==> src/rtl/wb_write_scheduler_pkg.sv <==
`default_nettype none
// ============================================================================
//  Module   : wb_sched_pkg
//  Purpose  : Shared defaults and the write-request record used by the
//             writeback write scheduler and its bench.
//  Contents : DATA_W_DEF, ADDR_W_DEF, DEPTH_DEF, wb_req_t {rd, data}
//  Revision : 1.0 - initial release
// ============================================================================
package wb_sched_pkg;

   localparam int DATA_W_DEF = 16;
   localparam int ADDR_W_DEF = 3;
   localparam int DEPTH_DEF  = 4;

   typedef struct packed {
      logic [ADDR_W_DEF-1:0] rd;
      logic [DATA_W_DEF-1:0] data;
   } wb_req_t;

endpackage
`default_nettype wire

==> src/rtl/wb_write_scheduler_if.sv <==
`default_nettype none
// ============================================================================
//  Module   : wb_write_scheduler_if
//  Purpose  : Writeback-side request bus, register-file write port and
//             output port of the write scheduler, bundled as one interface.
//  Modports : master - writeback stage / decode side (drives requests)
//             slave  - the scheduler
//  Options  : WB_FWD_EN adds fwd_rd / fwd_hit / fwd_data
//  Revision : 1.0 - initial release
// ============================================================================
interface wb_write_scheduler_if #(
   parameter int DATA_W = wb_sched_pkg::DATA_W_DEF,
   parameter int ADDR_W = wb_sched_pkg::ADDR_W_DEF
);
   logic              wb_valid;
   logic [ADDR_W-1:0] wb_rd;
   logic [DATA_W-1:0] wb_data;
   logic              wb2_valid;
   logic [ADDR_W-1:0] wb2_rd;
   logic [DATA_W-1:0] wb2_data;
   logic              out_en;
   logic [DATA_W-1:0] out_data;
   logic              stall;
   logic              rf_we;
   logic [ADDR_W-1:0] rf_waddr;
   logic [DATA_W-1:0] rf_wdata;
   logic [DATA_W-1:0] out_port;
`ifdef WB_FWD_EN
   logic [ADDR_W-1:0] fwd_rd;
   logic              fwd_hit;
   logic [DATA_W-1:0] fwd_data;
`endif

   modport master (
      output wb_valid, wb_rd, wb_data, wb2_valid, wb2_rd, wb2_data,
      output out_en, out_data,
`ifdef WB_FWD_EN
      output fwd_rd,
      input  fwd_hit, fwd_data,
`endif
      input  stall, rf_we, rf_waddr, rf_wdata, out_port
   );

   modport slave (
      input  wb_valid, wb_rd, wb_data, wb2_valid, wb2_rd, wb2_data,
      input  out_en, out_data,
`ifdef WB_FWD_EN
      input  fwd_rd,
      output fwd_hit, fwd_data,
`endif
      output stall, rf_we, rf_waddr, rf_wdata, out_port
   );

endinterface
`default_nettype wire

==> src/rtl/wb_write_scheduler_pending_fifo.sv <==
`default_nettype none
// ============================================================================
//  Module   : wb_pending_fifo
//  Purpose  : In-order circular buffer for deferred register writes.
//             Up to two pushes (a is older than b) and one pop per cycle.
//  Ports    : clk, rst (async, active-low)
//             i_push_a/i_data_a, i_push_b/i_data_b - pushes, a before b
//             i_pop - remove head; o_head - head entry; o_count - fill level
//             o_rd_ptr, o_mem - raw storage for the forwarding search
//  Options  : WB_FWD_EN exposes o_rd_ptr / o_mem
//  Revision : 1.0 - initial release
// ============================================================================
module wb_pending_fifo
   import wb_sched_pkg::*;
#(
   parameter int DEPTH = DEPTH_DEF,
   parameter int W     = ADDR_W_DEF + DATA_W_DEF,
   parameter int CW    = $clog2(DEPTH + 1),
   parameter int PW    = (DEPTH > 1) ? $clog2(DEPTH) : 1
) (
   input  logic                    clk,
   input  logic                    rst,
   input  logic                    i_push_a,
   input  logic [W-1:0]            i_data_a,
   input  logic                    i_push_b,
   input  logic [W-1:0]            i_data_b,
   input  logic                    i_pop,
   output logic [W-1:0]            o_head,
`ifdef WB_FWD_EN
   output logic [PW-1:0]           o_rd_ptr,
   output logic [DEPTH-1:0][W-1:0] o_mem,
`endif
   output logic [CW-1:0]           o_count
);
   logic [DEPTH-1:0][W-1:0] r_mem;
   logic [PW-1:0]           r_wr;
   logic [PW-1:0]           r_rd;
   logic [CW-1:0]           r_count;
   logic [PW-1:0]           w_wr_b;

   // Pointers wrap explicitly so DEPTH need not be a power of two.
   function automatic logic [PW-1:0] f_inc(input logic [PW-1:0] ptr);
      return (ptr == PW'(DEPTH - 1)) ? '0 : ptr + PW'(1);
   endfunction

   // Entry b lands right behind entry a, or at the tail if a is absent.
   assign w_wr_b = i_push_a ? f_inc(r_wr) : r_wr;

   always_ff @(posedge clk) begin
      if (i_push_a) r_mem[r_wr]   <= i_data_a;
      if (i_push_b) r_mem[w_wr_b] <= i_data_b;
   end

   always_ff @(posedge clk or negedge rst) begin
      if (!rst) begin
         r_wr    <= '0;
         r_rd    <= '0;
         r_count <= '0;
      end else begin
         r_wr    <= i_push_b ? f_inc(w_wr_b) : w_wr_b;
         if (i_pop) r_rd <= f_inc(r_rd);
         r_count <= r_count + CW'(i_push_a) + CW'(i_push_b) - CW'(i_pop);
      end
   end

   assign o_head  = r_mem[r_rd];
   assign o_count = r_count;
`ifdef WB_FWD_EN
   assign o_rd_ptr = r_rd;
   assign o_mem    = r_mem;
`endif

endmodule
`default_nettype wire

==> src/rtl/wb_write_scheduler.sv <==
`default_nettype none
// ============================================================================
//  Module   : wb_write_scheduler
//  Purpose  : Serialises one or two writeback writes per instruction onto the
//             single register-file write port, back-pressures the pipeline
//             through stall, and owns the OUT-instruction output register.
//  Ports    : clk, rst (async, active-low)
//             bus (slave) - wb/wb2 requests, out_en/out_data, stall,
//                           rf_we/rf_waddr/rf_wdata, out_port, [fwd_*]
//  Options  : WB_FWD_EN - forwarding search over in-flight writes
//  Revision : 1.0 - initial release
// ============================================================================
module wb_write_scheduler
   import wb_sched_pkg::*;
#(
   parameter int DATA_W = DATA_W_DEF,
   parameter int ADDR_W = ADDR_W_DEF,
   parameter int DEPTH  = DEPTH_DEF    // must be >= 2
) (
   input  logic                clk,
   input  logic                rst,
   wb_write_scheduler_if.slave bus
);
   localparam int W  = ADDR_W + DATA_W;
   localparam int CW = $clog2(DEPTH + 1);
   // Above this fill level one more dual-write instruction could overflow.
   localparam logic [CW-1:0] c_STALL_TH = CW'(DEPTH - 2);

   logic              w_acc;
   logic              w_p_valid;
   logic              w_s_valid;
   logic              w_q_busy;
   logic              w_push_a;
   logic              w_push_b;
   logic [W-1:0]      w_p;
   logic [W-1:0]      w_s;
   logic [W-1:0]      w_head;
   logic [CW-1:0]     w_count;
   logic              r_we;
   logic [ADDR_W-1:0] r_waddr;
   logic [DATA_W-1:0] r_wdata;
   logic [DATA_W-1:0] r_out;

   // Stall depends on registered count only.
   assign bus.stall = (w_count > c_STALL_TH);
   assign w_acc     = ~bus.stall;
   assign w_q_busy  = (w_count != '0);

   // A lone secondary request is promoted to the primary slot.
   assign w_p_valid = bus.wb_valid | bus.wb2_valid;
   assign w_s_valid = bus.wb_valid & bus.wb2_valid;
   assign w_p       = bus.wb_valid ? {bus.wb_rd, bus.wb_data}
                                   : {bus.wb2_rd, bus.wb2_data};
   assign w_s       = {bus.wb2_rd, bus.wb2_data};

   // With older writes queued the primary must queue behind them; with an
   // empty queue it bypasses and only the secondary is deferred.
   assign w_push_a  = w_acc & w_p_valid & w_q_busy;
   assign w_push_b  = w_acc & w_s_valid;

`ifdef WB_FWD_EN
   localparam int PW = (DEPTH > 1) ? $clog2(DEPTH) : 1;
   logic [PW-1:0]           w_rd_ptr;
   logic [DEPTH-1:0][W-1:0] w_mem;
`endif

   wb_pending_fifo #(
      .DEPTH (DEPTH),
      .W     (W)
   ) u_fifo (
      .clk      (clk),
      .rst      (rst),
      .i_push_a (w_push_a),
      .i_data_a (w_p),
      .i_push_b (w_push_b),
      .i_data_b (w_s),
      .i_pop    (w_q_busy),
      .o_head   (w_head),
`ifdef WB_FWD_EN
      .o_rd_ptr (w_rd_ptr),
      .o_mem    (w_mem),
`endif
      .o_count  (w_count)
   );

   // Queue head has priority on the write port; otherwise the bypass.
   always_ff @(posedge clk or negedge rst) begin
      if (!rst) begin
         r_we    <= 1'b0;
         r_waddr <= '0;
         r_wdata <= '0;
      end else if (w_q_busy) begin
         r_we    <= 1'b1;
         r_waddr <= w_head[DATA_W +: ADDR_W];
         r_wdata <= w_head[DATA_W-1:0];
      end else if (w_acc && w_p_valid) begin
         r_we    <= 1'b1;
         r_waddr <= w_p[DATA_W +: ADDR_W];
         r_wdata <= w_p[DATA_W-1:0];
      end else begin
         r_we    <= 1'b0;
      end
   end

   always_ff @(posedge clk or negedge rst) begin
      if (!rst) begin
         r_out <= '0;
      end else if (w_acc && bus.out_en) begin
         r_out <= bus.out_data;
      end
   end

   assign bus.rf_we    = r_we;
   assign bus.rf_waddr = r_waddr;
   assign bus.rf_wdata = r_wdata;
   assign bus.out_port = r_out;

`ifdef WB_FWD_EN
   // Scan oldest to youngest (rf register, then queue head to tail) so the
   // last match, i.e. the youngest write, wins.
   always_comb begin
      int w_idx;
      w_idx        = 0;
      bus.fwd_hit  = 1'b0;
      bus.fwd_data = '0;
      if (r_we && (r_waddr == bus.fwd_rd)) begin
         bus.fwd_hit  = 1'b1;
         bus.fwd_data = r_wdata;
      end
      for (int i = 0; i < DEPTH; i++) begin
         if (CW'(i) < w_count) begin
            w_idx = int'(w_rd_ptr) + i;
            if (w_idx >= DEPTH) w_idx = w_idx - DEPTH;
            if (w_mem[PW'(w_idx)][DATA_W +: ADDR_W] == bus.fwd_rd) begin
               bus.fwd_hit  = 1'b1;
               bus.fwd_data = w_mem[PW'(w_idx)][DATA_W-1:0];
            end
         end
      end
   end
`endif

endmodule
`default_nettype wire

==> src/flat_wrapper.sv <==
// flat-port wrapper written by rule: the top's interface ports become plain ports
module wb_write_scheduler_flat import wb_sched_pkg::*;
#(
   parameter int DATA_W = DATA_W_DEF,
   parameter int ADDR_W = ADDR_W_DEF,
   parameter int DEPTH  = DEPTH_DEF                   
)
  (clk, rst, bus_wb_valid, bus_wb_rd, bus_wb_data, bus_wb2_valid, bus_wb2_rd, bus_wb2_data, bus_out_en, bus_out_data, bus_stall, bus_rf_we, bus_rf_waddr, bus_rf_wdata, bus_out_port);
  wb_write_scheduler_if #(.DATA_W(DATA_W), .ADDR_W(ADDR_W)) bus_i ();
  input  logic clk;
  input  logic rst;
  input wire logic [$bits(bus_i.wb_valid)-1:0] bus_wb_valid;
  input wire logic [$bits(bus_i.wb_rd)-1:0] bus_wb_rd;
  input wire logic [$bits(bus_i.wb_data)-1:0] bus_wb_data;
  input wire logic [$bits(bus_i.wb2_valid)-1:0] bus_wb2_valid;
  input wire logic [$bits(bus_i.wb2_rd)-1:0] bus_wb2_rd;
  input wire logic [$bits(bus_i.wb2_data)-1:0] bus_wb2_data;
  input wire logic [$bits(bus_i.out_en)-1:0] bus_out_en;
  input wire logic [$bits(bus_i.out_data)-1:0] bus_out_data;
  output wire logic [$bits(bus_i.stall)-1:0] bus_stall;
  output wire logic [$bits(bus_i.rf_we)-1:0] bus_rf_we;
  output wire logic [$bits(bus_i.rf_waddr)-1:0] bus_rf_waddr;
  output wire logic [$bits(bus_i.rf_wdata)-1:0] bus_rf_wdata;
  output wire logic [$bits(bus_i.out_port)-1:0] bus_out_port;
  assign bus_i.wb_valid = bus_wb_valid;
  assign bus_i.wb_rd = bus_wb_rd;
  assign bus_i.wb_data = bus_wb_data;
  assign bus_i.wb2_valid = bus_wb2_valid;
  assign bus_i.wb2_rd = bus_wb2_rd;
  assign bus_i.wb2_data = bus_wb2_data;
  assign bus_i.out_en = bus_out_en;
  assign bus_i.out_data = bus_out_data;
  assign bus_stall = bus_i.stall;
  assign bus_rf_we = bus_i.rf_we;
  assign bus_rf_waddr = bus_i.rf_waddr;
  assign bus_rf_wdata = bus_i.rf_wdata;
  assign bus_out_port = bus_i.out_port;
  wb_write_scheduler #(.DATA_W(DATA_W), .ADDR_W(ADDR_W), .DEPTH(DEPTH)) u_core (.clk(clk), .rst(rst), .bus(bus_i));
endmodule
==> config.mk <==
export PLATFORM = sky130hd
export DESIGN_NAME = wb_write_scheduler_flat
export DESIGN_NICKNAME = d
export VERILOG_FILES = /design/src/rtl/wb_write_scheduler_pkg.sv /design/src/rtl/wb_write_scheduler_if.sv /design/src/rtl/wb_write_scheduler_pending_fifo.sv /design/src/rtl/wb_write_scheduler.sv /design/src/flat_wrapper.sv
export SDC_FILE = /design/constraint.sdc
export NUM_CORES = 1
export LEC_CHECK = 0
export ABC_AREA = 0
export CORE_MARGIN = 5
export CORE_UTILIZATION = 40
export CTS_CLUSTER_SIZE = 16
export DETAILED_ROUTE_END_ITERATION = 7
export RECOVER_POWER = 50
export SYNTH_ARGS = -nofsm -noshare
export SYNTH_HDL_FRONTEND = slang
export SYNTH_SLANG_ARGS = --single-unit
export TNS_END_PERCENT = 1
==> constraint.sdc <==
create_clock -name clk -period 6.1 [get_ports clk]
set_clock_uncertainty 0.2 [all_clocks]
set_input_delay 0.915 -clock clk [delete_from_list [all_inputs] [get_ports clk]]
set_output_delay 0.915 -clock clk [all_outputs]
set_load 0.03 [all_outputs]
==> summary.md <==
| Metric | Value |
|---|---|
| First-pass GRT wire length | `about 28000 um` |
| Hold buffer count at cts | `0` |
| Sort of element at the start of the critical path | `primary input` |
| Via total after detailed routing | `~5100` |
| Critical-path cell with the highest stage delay | `clkdlybuf4s50_1` |
| Required time worst endpoint | `around 6.2 ns` |
| Upper clock frequency limit | `about 260 MHz` |
| Violations in the final reports | `capacitance limit, slew limit` |
| Final net count | `750` |
| Post-synthesis instance area | `6170 um2` |
| Worst Path Class, Setup | `in2reg` |
| Headroom to the max-slew limit | `-75.7%` |
| Overflow after GRT | `0` |
| PD cells | `631 nW/um2` |
| Dominant cell by count in the synthesized netlist | `a21oi_1` |
| Final count of negative-setup-slack endpoints | `0` |
| DR WL/cell | `around 20 um` |
| Number of placed instances with taps included | `roughly 850` |
| Pleak | `slightly above 3 nW` |
| PortBufs | `95` |
| Number of enable flip-flop cells after synthesis | `0` |
| Distinct cells, synth | `36` |
| Sequential cell area fraction in the yosys report | `between 40% and 50%` |
| Total negative setup slack | `0 ns` |
| Net count of the mapped netlist | `just under 700` |
| Crit-path max FO | `24` |
| Post-CTS Setup Inserts | `0` |
| Initial antenna violation count | `0` |
| Fraction of final layout cells sized beyond drive strength 1 | `approximately 16%` |
| Horiz. Die Dim | `around 130 um` |
| Area growth syn-to-layout | `26.4%` |
| Final worst-path cycle share | `between 60% and 70%` |
| Die Span Y | `around 130 um` |
| Setup repair after global routing missed its margin | `no` |
| Inserted Diodes | `0` |
| Status | `finished with violations` |
| Final-report hold violation count | `0` |
| Hold Path Stages | `1` |
| Placed Instance Area | `7210 um2` |
| Crit path capture type | `flip-flop` |
| Residual DRC count | `0` |
| Reg2reg path depth | `11` |
| Top cell family by delay on the critical path | `buffers and inverters` |
| Detailed router's first-iteration violation count | `between 400 and 500` |
| Cells traversed along the worst timing path | `clkdlybuf4s50_1 -> o22ai_1 -> mux2i_1 -> ha_1 -> o2111ai_2 -> buf_4 -> nor2_1 -> a21oi_1` |
| Final Instance Count excl. Fillers | `slightly below 900` |
| Post-synthesis instance total | `605` |
| GRT met3 Usage | `~4.8%` |
| Pins over their slew limit | `slightly above 60` |
| Final critical path time including I/O delays and setup | `a little under 4 ns` |
| Num ports | `96` |
| Cell area after layout | `just under 8000 um2` |
| CTS max path bufs | `2` |
| Leading post-synthesis cells by cell area | `dfxtp_1 (25%), dfrtp_1 (17%), a21oi_1 (9.3%)` |
| Fraction of synthesized cell area taken by the top area cell type | `between 20% and 30%` |
| Clock latency of the later-clocked register in the worst-skew pair | `approximately 0.41 ns` |
| Delay of the slowest cell on the worst path | `around 0.79 ns` |
| Residual antenna-violating net count after detailed routing | `0` |
| Detailed-routing iteration count for the pre-antenna-repair pass | `5` |
| Max capacitance violation total | `2` |
| Number of H-tree levels | `4` |
| Final RePlAce weighted congestion | `around 0.83` |
| Final wirelength | `between 15000 and 20000 um` |
| Full die area | `about 18000 um2` |
| Post-synthesis register bit count | `~120` |
| CP arrival | `around 4.0 ns` |
| Met2 demand-to-capacity share in global routing | `a little under a third` |
| Total track usage | `roughly a fifth` |
| Proportion of register bits with asynchronous set or reset after synthesis | `between 30% and 40%` |
| Worst hold path class | `reg2reg` |
| Root Driver | `clkbuf_16` |
| Global route hottest layer | `met2` |
| CTS buffer count | `17` |
| Starting density of the core | `40.7%` |
| Via count of the first global-routing pass | `slightly below 5000` |
| Global-route met1 utilization | `between 20% and 30%` |
| Number of rows in the core area | `45` |
| Ys Warns | `0` |
| Pin count of the biggest net entering global routing | `50` |
| Placeable core region | `15100 um2` |
| Worst path bufs/invs | `2` |
| Gates resized, CTS repair | `0` |
| Most common flop cell mapped by yosys | `dfxtp_1` |
| Cell type with the highest aggregate area in the netlist | `dfxtp_1` |
| Half-perimeter wire length after detailed placement | `11300 um` |
| Clock tree from TritonCTS | `yes` |
| Ratio of routed vias to standard cells | `5.75` |
| Worst IR drop on VDD | `between 0.0002 and 0.0003 V` |
| Clock transition at path regs | `roughly 0.050 ns` |
| Synthesized area divided by synthesized cell count | `10.2 um2` |
| Crit. path cell count | `8` |
| CTS sink count | `~120` |
| Transition at the pin with the smallest max-transition slack | `roughly 2.6 ns` |
| Commonest cells in the netlist | `a21oi_1 (115), nor2_1 (98), a22oi_1 (76), dfxtp_1 (76), dfrtp_1 (43)` |
-- cell type report --
| class | count | area [um2] |
|---|---|---|
| Tap cell | 188 | 235 |
| Fill cell | 1367 | 7350 |
| Clock inverter | 9 | 123 |
| Timing Repair Buffer | 108 | 1030 |
| Clock buffer | 23 | 478 |
| Sequential cell | 119 | 2600 |
| Multi-Input combinational cell | 421 | 3290 |
| Inverter | 11 | 41.3 |
-- report_power, final --
part	switching [mW]	internal (mW)	total [mW]	leakage, nW
clock network	0.341	0.670	1.01	0.297
logic	1.29	1.14	2.43	1.67
registers	0.272	1.21	1.48	1.15
total	1.90	3.02	4.92	3.12
-- cells in the final DEF (no fill, tap or decap), types with 3 or more instances in the layout --
cell               n
nor2b_2            4
a22oi_1           76
buf_4             12
clkinv_2           5
dfrtp_1           43
nor2_1            98
nand2_1           20
mux2_2            15
clkbuf_16         17
inv_1             11
a2bb2oi_4         18
bufinv_16          3
clkbuf_1           5
clkdlybuf4s50_1   57
nand3b_1          19
ha_1              11
mux4_2            19
a21oi_1          115
o221ai_2           4
dlygate4sd3_1     36
o2111ai_2          4
clkbuf_8           3
dfxtp_1           76
-- path summary, 6_finish.rpt --
| kind | end | slack (ns) | start |
|---|---|---|---|
| min in group asynchronous | u_core.bus.rf_wdata[7] | 1.12 | rst |
| max | u_core.u_fifo.r_mem[0] | 2.21 | bus_wb2_valid |
| max reg2reg | u_core.u_fifo.r_mem[0] | 2.29 | u_core.u_fifo.o_count[1] |
| max in group asynchronous | u_core.bus.out_port[9] | 3.07 | rst |
| min | u_core.bus.out_port[15] | 0.30 | u_core.bus.out_port[15] |
| min reg2reg | u_core.bus.out_port[15] | 0.30 | u_core.bus.out_port[15] |
-- flip-flops by register name, summed over array words and instances, names as in the netlist --
name	flops
u_core.u_fifo.r_rd	2
u_core.bus.rf_wdata	16
u_core.bus.rf_waddr	3
u_core.u_fifo.r_wr	2
u_core.u_fifo.r_mem	76
u_core.bus.rf_we	1
u_core.bus.out_port	16
u_core.u_fifo.o_count	3
-- cell families (layout without fill, tap and decap cells) --
| logic type | count (synthesis) | in the layout | share of synthesized area [%] |
|---|---|---|---|
| adders and majority gates | 13 | 13 | 2.88 |
| DFF | 119 | 119 | 42.1 |
| buffers and inverters | 65 | 151 | 5.07 |
| AOI/OAI and AO/OA | 224 | 224 | 28.7 |
| xor gates and xnor gates | 2 | 2 | 0.284 |
| muxes | 38 | 38 | 10.6 |
| and+or+nand+nor | 144 | 144 | 10.4 |
-- routing by layer --
layer,part of all wire [%],routed length (um)
met1,43,7700
met2,48,8550
met5,0,0
met3,7.1,1260
met4,1.7,309
-- through the flow --
step	power, mW	hold WS, ns	util (%)	setup slack [ns]
floorplan	3.25	0.314	-	3.03
global placement	3.91	0.288	47.6	2.06
detailed placement	3.98	0.293	47.6	1.95
CTS	5.01	0.306	51.6	2.39
global route	5.23	0.311	51.5	2.03
finish	4.92	0.296	51.5	2.21
No activity file was read; power rests on OpenSTA's default activity.
